`src/rtl/i2c_pkg.sv`:
```
// Shared I2C definitions: FSM states, R/W bit encoding, default target address.
// Latency: n/a (types and constants only).
// Backpressure: n/a.
package i2c_pkg;

    typedef enum logic [2:0] {
        IDLE,
        ADDR,
        ADDR_ACK,
        DATA,
        DATA_ACK,
        IGNORE
    } i2c_state_e;

    localparam logic I2C_RW_WRITE = 1'b0;
    localparam logic I2C_RW_READ  = 1'b1;

    localparam logic [6:0] I2C_DEFAULT_ADDR = 7'h50;

endpackage

```
`src/rtl/i2c_line_sync.sv`:
```
// Synchronises raw SCL/SDA and derives SCL edge pulses plus START/STOP events.
// Latency: events are combinational on the last sync stage; a consumer register sees them SYNC_STAGES+1 clk after the pin.
// Backpressure: none; events are one-clk pulses that the consumer must take.
module i2c_line_sync #(
    parameter int SYNC_STAGES = 2
) (
    input  logic clk,
    input  logic reset,
    input  logic scl_i,
    input  logic sda_i,
    output logic sda_o,
    output logic scl_rise_o,
    output logic scl_fall_o,
    output logic start_o,
    output logic stop_o
);

    logic [SYNC_STAGES-1:0] scl_sync_q;
    logic [SYNC_STAGES-1:0] sda_sync_q;
    logic                   scl_prev_q;
    logic                   sda_prev_q;
    logic                   scl_s;

    // Synchroniser chains plus one delayed copy for edge detection; idle-high at reset.
    always_ff @(posedge clk or negedge reset) begin
        if (!reset) begin
            scl_sync_q <= '1;
            sda_sync_q <= '1;
            scl_prev_q <= 1'b1;
            sda_prev_q <= 1'b1;
        end else begin
            scl_sync_q <= {scl_sync_q[SYNC_STAGES-2:0], scl_i};
            sda_sync_q <= {sda_sync_q[SYNC_STAGES-2:0], sda_i};
            scl_prev_q <= scl_sync_q[SYNC_STAGES-1];
            sda_prev_q <= sda_sync_q[SYNC_STAGES-1];
        end
    end

    assign scl_s      = scl_sync_q[SYNC_STAGES-1];
    assign sda_o      = sda_sync_q[SYNC_STAGES-1];
    assign scl_rise_o = scl_s & ~scl_prev_q;
    assign scl_fall_o = ~scl_s & scl_prev_q;
    // SCL must be high on both samples so an SCL edge coinciding with an SDA edge is not a START/STOP.
    assign start_o    = scl_s & scl_prev_q & sda_prev_q & ~sda_o;
    assign stop_o     = scl_s & scl_prev_q & ~sda_prev_q & sda_o;

endmodule

```
`src/rtl/i2c_target_rx.sv`:
```
// I2C write-only target: matches OWN_ADDR, shifts in data bytes, ACKs on SDA, presents bytes on valid/ready.
// Latency: byte appears on rx_data/rx_valid SYNC_STAGES+1 clk after the 8th SCL rise at the pin.
// Backpressure: a byte arriving while rx_valid is still held is NACKed, dropped, and flagged by an overrun pulse.
module i2c_target_rx
    import i2c_pkg::*;
#(
    parameter logic [6:0] OWN_ADDR    = I2C_DEFAULT_ADDR,
    parameter int         SYNC_STAGES = 2
) (
    input  logic       clk,
    input  logic       reset,
    input  logic       scl_in,
    input  logic       sda_in,
    output logic       sda_oe,
    output logic [7:0] rx_data,
    output logic       rx_valid,
    input  logic       rx_ready,
    output logic       busy,
    output logic       overrun
);

    logic       sda_s;
    logic       scl_rise;
    logic       scl_fall;
    logic       bus_start;
    logic       bus_stop;
    logic [7:0] shift_d;

    i2c_state_e state_q;
    logic [7:0] shift_q;
    logic [2:0] bit_cnt_q;
    logic       ack_q;
    logic       ack_phase_q;
    logic       sda_oe_q;
    logic [7:0] rx_data_q;
    logic       rx_valid_q;
    logic       busy_q;
    logic       overrun_q;

    i2c_line_sync #(
        .SYNC_STAGES (SYNC_STAGES)
    ) u_line_sync (
        .clk        (clk),
        .reset      (reset),
        .scl_i      (scl_in),
        .sda_i      (sda_in),
        .sda_o      (sda_s),
        .scl_rise_o (scl_rise),
        .scl_fall_o (scl_fall),
        .start_o    (bus_start),
        .stop_o     (bus_stop)
    );

    assign shift_d = {shift_q[6:0], sda_s};

    // Protocol FSM, shifter and output handshake; START/STOP override any SCL edge in the same clk.
    always_ff @(posedge clk or negedge reset) begin
        if (!reset) begin
            state_q     <= IDLE;
            shift_q     <= 8'h00;
            bit_cnt_q   <= 3'd0;
            ack_q       <= 1'b0;
            ack_phase_q <= 1'b0;
            sda_oe_q    <= 1'b0;
            rx_data_q   <= 8'h00;
            rx_valid_q  <= 1'b0;
            busy_q      <= 1'b0;
            overrun_q   <= 1'b0;
        end else begin
            overrun_q <= 1'b0;
            if (rx_valid_q && rx_ready) begin
                rx_valid_q <= 1'b0;
            end

            if (bus_stop) begin
                state_q     <= IDLE;
                sda_oe_q    <= 1'b0;
                busy_q      <= 1'b0;
                bit_cnt_q   <= 3'd0;
                ack_phase_q <= 1'b0;
            end else if (bus_start) begin
                state_q     <= ADDR;
                sda_oe_q    <= 1'b0;
                busy_q      <= 1'b0;
                bit_cnt_q   <= 3'd0;
                ack_phase_q <= 1'b0;
            end else begin
                case (state_q)
                    IDLE: ;
                    ADDR: begin
                        if (scl_rise) begin
                            shift_q   <= shift_d;
                            bit_cnt_q <= bit_cnt_q + 3'd1;
                            if (bit_cnt_q == 3'd7) begin
                                if (shift_d[7:1] == OWN_ADDR && shift_d[0] == I2C_RW_WRITE) begin
                                    state_q     <= ADDR_ACK;
                                    busy_q      <= 1'b1;
                                    ack_q       <= 1'b1;
                                    ack_phase_q <= 1'b0;
                                end else begin
                                    state_q <= IGNORE;
                                end
                            end
                        end
                    end
                    // Both ACK slots: drive on the first SCL fall, release on the next one.
                    ADDR_ACK, DATA_ACK: begin
                        if (scl_fall) begin
                            if (!ack_phase_q) begin
                                sda_oe_q    <= ack_q;
                                ack_phase_q <= 1'b1;
                            end else begin
                                sda_oe_q    <= 1'b0;
                                ack_phase_q <= 1'b0;
                                bit_cnt_q   <= 3'd0;
                                state_q     <= DATA;
                            end
                        end
                    end
                    DATA: begin
                        if (scl_rise) begin
                            shift_q   <= shift_d;
                            bit_cnt_q <= bit_cnt_q + 3'd1;
                            if (bit_cnt_q == 3'd7) begin
                                // A byte being consumed this clk frees the slot for the new one.
                                if (rx_valid_q && !rx_ready) begin
                                    overrun_q <= 1'b1;
                                    ack_q     <= 1'b0;
                                end else begin
                                    rx_data_q  <= shift_d;
                                    rx_valid_q <= 1'b1;
                                    ack_q      <= 1'b1;
                                end
                                ack_phase_q <= 1'b0;
                                state_q     <= DATA_ACK;
                            end
                        end
                    end
                    IGNORE: ;
                    default: begin
                        state_q  <= IDLE;
                        sda_oe_q <= 1'b0;
                        busy_q   <= 1'b0;
                    end
                endcase
            end
        end
    end

    assign sda_oe   = sda_oe_q;
    assign rx_data  = rx_data_q;
    assign rx_valid = rx_valid_q;
    assign busy     = busy_q;
    assign overrun  = overrun_q;

endmodule

```
`config.mk`:
```
export PLATFORM = sky130hd
export DESIGN_NAME = i2c_target_rx
export DESIGN_NICKNAME = d
export VERILOG_FILES = /design/src/rtl/i2c_pkg.sv /design/src/rtl/i2c_line_sync.sv /design/src/rtl/i2c_target_rx.sv
export SDC_FILE = /design/constraint.sdc
export NUM_CORES = 1
export LEC_CHECK = 0
export CAP_MARGIN = 20
export CELL_PAD_IN_SITES_DETAIL_PLACEMENT = 0
export CELL_PAD_IN_SITES_GLOBAL_PLACEMENT = 1
export CORE_UTILIZATION = 46
export CTS_BUF_LIST = sky130_fd_sc_hd__clkbuf_8
export DETAILED_ROUTE_END_ITERATION = 12
export MAX_ROUTING_LAYER = met4
export PLACE_DENSITY = 0.91
export SLEW_MARGIN = 20
export SYNTH_ARGS = -nofsm -noshare
export SYNTH_HDL_FRONTEND = slang
export SYNTH_HIERARCHICAL = 1
export SYNTH_SLANG_ARGS = --single-unit
```
`constraint.sdc`:
```
create_clock -name clk -period 2 [get_ports clk]
set_input_delay 0.5 -clock clk [delete_from_list [all_inputs] [get_ports clk]]
set_output_delay 0.5 -clock clk [all_outputs]
set_load 0.01 [all_outputs]
```
==> reports/results.ini <==
[die]
die_h_um=57.74
rows=19
die_w_um=57.74
die_area_um2=3333
initial_core_util_pct=50.09
fp.coreArea_um2=2853
io_pins=17

[grt]
grt_max_degree=34
grt_pass1_wl_um=4595
grt.overflow.total=0
grt_use_total_pct=19.38
grt_pass1_vias=1000
antenna_found_initial=0

[cells_and_area]
multi_input_area_um2=580.6
num_antenna_cells=0
instances_no_fill=171
layout-drive-gt1-share_pct=29.29
fill_cells=227
seqCellArea_um2=833.3
stdcell_area_um2=1778
nNetsFinal=146
layout-area-overhead-vs-synth_pct=24.43

[drt]
route.final.wire_length_um=2721
viasPerCell=5.719
wl_per_cell_um=15.91
post-route-drc-count=1
ant_nets=0
first_pass_iters=8
vias=978
drtIter0Drc=28

[sta]
whs_ns=0.3627
finClkSkew_ns=0.006614
rsz0062_at_grt=false
finalHoldViolCount=0
setup_tns_ns=0
min_period_over_period_pct=96.26
min_period_ns=1.925
timing.slew.headroom_pct=59.67
final_max_slew_viol_count=0
clock.fmax_ghz=0.5194
tightest_slew_ns=0.5994
setup_violations=0

[yosys]
synth_nets=118
synth_seq_area_share_pct=58.32
synth_ff_type=dfrtp_1
synth_area_per_cell_um2=12.87
synthCells=111
synthArstFlopShare_pct=100.0
yosysWarnings=6
synth_edf_count=0
synth_cell_types=31
ys_ff_latch=33
syn-cell-area_um2=1429

[place]
dp_hpwl_um=1811
place_congestion=0.8420
port_buffers=16
postPlaceCellArea_um2=1663
dp.cells=162

[worst_setup_path]
cp_data_required_time_ns=2.17
worstSetupPathType=reg2reg
end_kind=flip-flop
startpoint_type=flip-flop
critPathMaxFanout=8
worst_ep_arrival_time_ns=2.09

[status]
status=complete, but fails checks
violations=design-rule violations

[clocking]
hold_buffers=0
cts_buffer_depth=2
htree_levels=2
clock_latency_ns=0.28
path_clk_slew_ns=0.07
cts_root_buf=clkbuf_8
cts.sinks=33
numCtsBuffers=5
cts_tree=done

[power]
p_leak_uw=0.0008336
power_density_nw_per_um2=883.2
p_clk_share_pct=34.7
combPwrFrac_pct=12.0
ir_worst_vdd_v=0.0006840
p_sw_uw=390.7
pwr-share-seq_pct=53.3
switching_share_pct=24.88
power.internal_uw=1180

[run]
cap_violations=0

[worst_hold_path]
min-delay-path-class=reg2reg

-- layout by cell type, fill, tap and decap left out, types with 2 or more instances in the layout --
cell	netlist	final
inv_1	3	3
a31oi_1	2	2
clkdlybuf4s50_1	0	16
a21oi_1	7	7
dfstp_2	6	6
nand2b_1	2	2
ha_1	2	2
buf_4	0	7
nor2_1	6	6
clkbuf_8	0	7
mux2_2	16	15
o21ai_0	5	5
dfrtp_1	27	27
nor2b_1	5	5
nand2_1	5	5
nand4b_1	2	2
and4b_1	3	3
a22o_1	2	2
nor3_1	2	2
-- path summary, 6_finish.rpt --
check | from | end | slack (ns) | depth (start not counted)
max in group asynchronous | reset | u_line_sync/scl_sync_q[0]$_DFF_PN1_ | 1.04 | 2
max | u_line_sync/scl_sync_q[1]$_DFF_PN1_ | rx_data[1]$_DFFE_PN0P_ | 0.07 | 5
min | u_line_sync/sda_sync_q[0]$_DFF_PN1_ | u_line_sync/sda_sync_q[1]$_DFF_PN1_ | 0.36 | 0
min in group asynchronous | reset | rx_data[0]$_DFFE_PN0P_ | 0.63 | 2
min reg2reg | u_line_sync/sda_sync_q[0]$_DFF_PN1_ | u_line_sync/sda_sync_q[1]$_DFF_PN1_ | 0.36 | 0
max reg2reg | u_line_sync/scl_sync_q[1]$_DFF_PN1_ | rx_data[1]$_DFFE_PN0P_ | 0.07 | 5
-- what timing repair did --
action                     4_1_cts  5_1_grt
setup endpoints to repair        0        6
setup buffers                    0        1
gates resized for setup          0        2
-- layer usage --
layer	global-route usage [%]	wire length (um)
met5	-	0
met4	10.88	65
met3	5.580	112
met2	27.57	1314
met1	24.93	1228
-- critical path: stages, from the launching register on --
cell and delay, ns:
dfstp_2 0.56, nor2b_1 0.27, and3_1 0.22, nor3b_4 0.25, nand3_4 0.17, mux2_4 0.35
-- power groups by stage --
stage | clock (uW) | sequential [uW] | combinational [uW]
after floorplan | 0 | 822 | 131
after global placement | 0 | 842 | 178
after detailed placement | 0 | 850 | 184
after CTS | 555 | 836 | 187
after global routing | 591 | 851 | 213
final | 544 | 837 | 189
-- cells in the mapped netlist (2+ instances only) --
cell,number,share of area (%)
o21ai_0,5,1.8
dfstp_2,6,11
mux2_2,16,13
dfrtp_1,27,47
nand4b_1,2,1.2
nand2b_1,2,0.88
a21oi_1,7,2.5
buf_2,2,0.70
nor3_1,2,0.70
ha_1,2,1.8
and4b_1,3,2.1
nand2_1,5,1.3
a31oi_1,2,0.88
inv_1,3,0.79
a22o_1,2,1.2
nor2_1,6,1.6
nor2b_1,5,2.2
-- layout make-up --
class	instances	area share (%)
clock buffers	7	5.419
repair buffers	23	11.96
multi-input cells	73	32.65
well taps	31	2.182
clock inverters	1	0.2815
inverters	3	0.6334
flip-flops and latches	33	46.87
-- sequential cells by signal (all words and copies together), names as in the netlist --
name / count
u_line_sync/scl_sync_q: 2
bit_cnt_q: 3
state_q: 3
ack_phase_q: 1
ack_q: 1
u_line_sync/sda_prev_q: 1
u_line_sync/sda_sync_q: 2
overrun: 1
rx_data: 8
sda_oe: 1
shift_q: 7
busy: 1
u_line_sync/scl_prev_q: 1
rx_valid: 1
-- metrics by stage --
step           power, uW  setup slack [ns]  utilization, %
2_1_floorplan      953.3            0.1935               -
3_3_place_gp        1020            0.1389           58.29
3_5_place_dp        1034           0.07840           58.29
4_1_cts             1579           0.07220           61.84
5_1_grt             1655          0.009417           62.32
6_report            1570           0.07476           62.32
-- kinds of logic after synthesis --
kind of cell    after synthesis  share of synthesized area, %
compound gates               22                         10.33
xor+xnor                      1                        0.6131
fa+ha+maj                     2                         1.751
buf+inv                       5                         1.489
flops                        33                         58.32
mux                          16                         12.61
simple gates                 32                         14.89
Note: power is estimated with default switching activity, not from simulation.
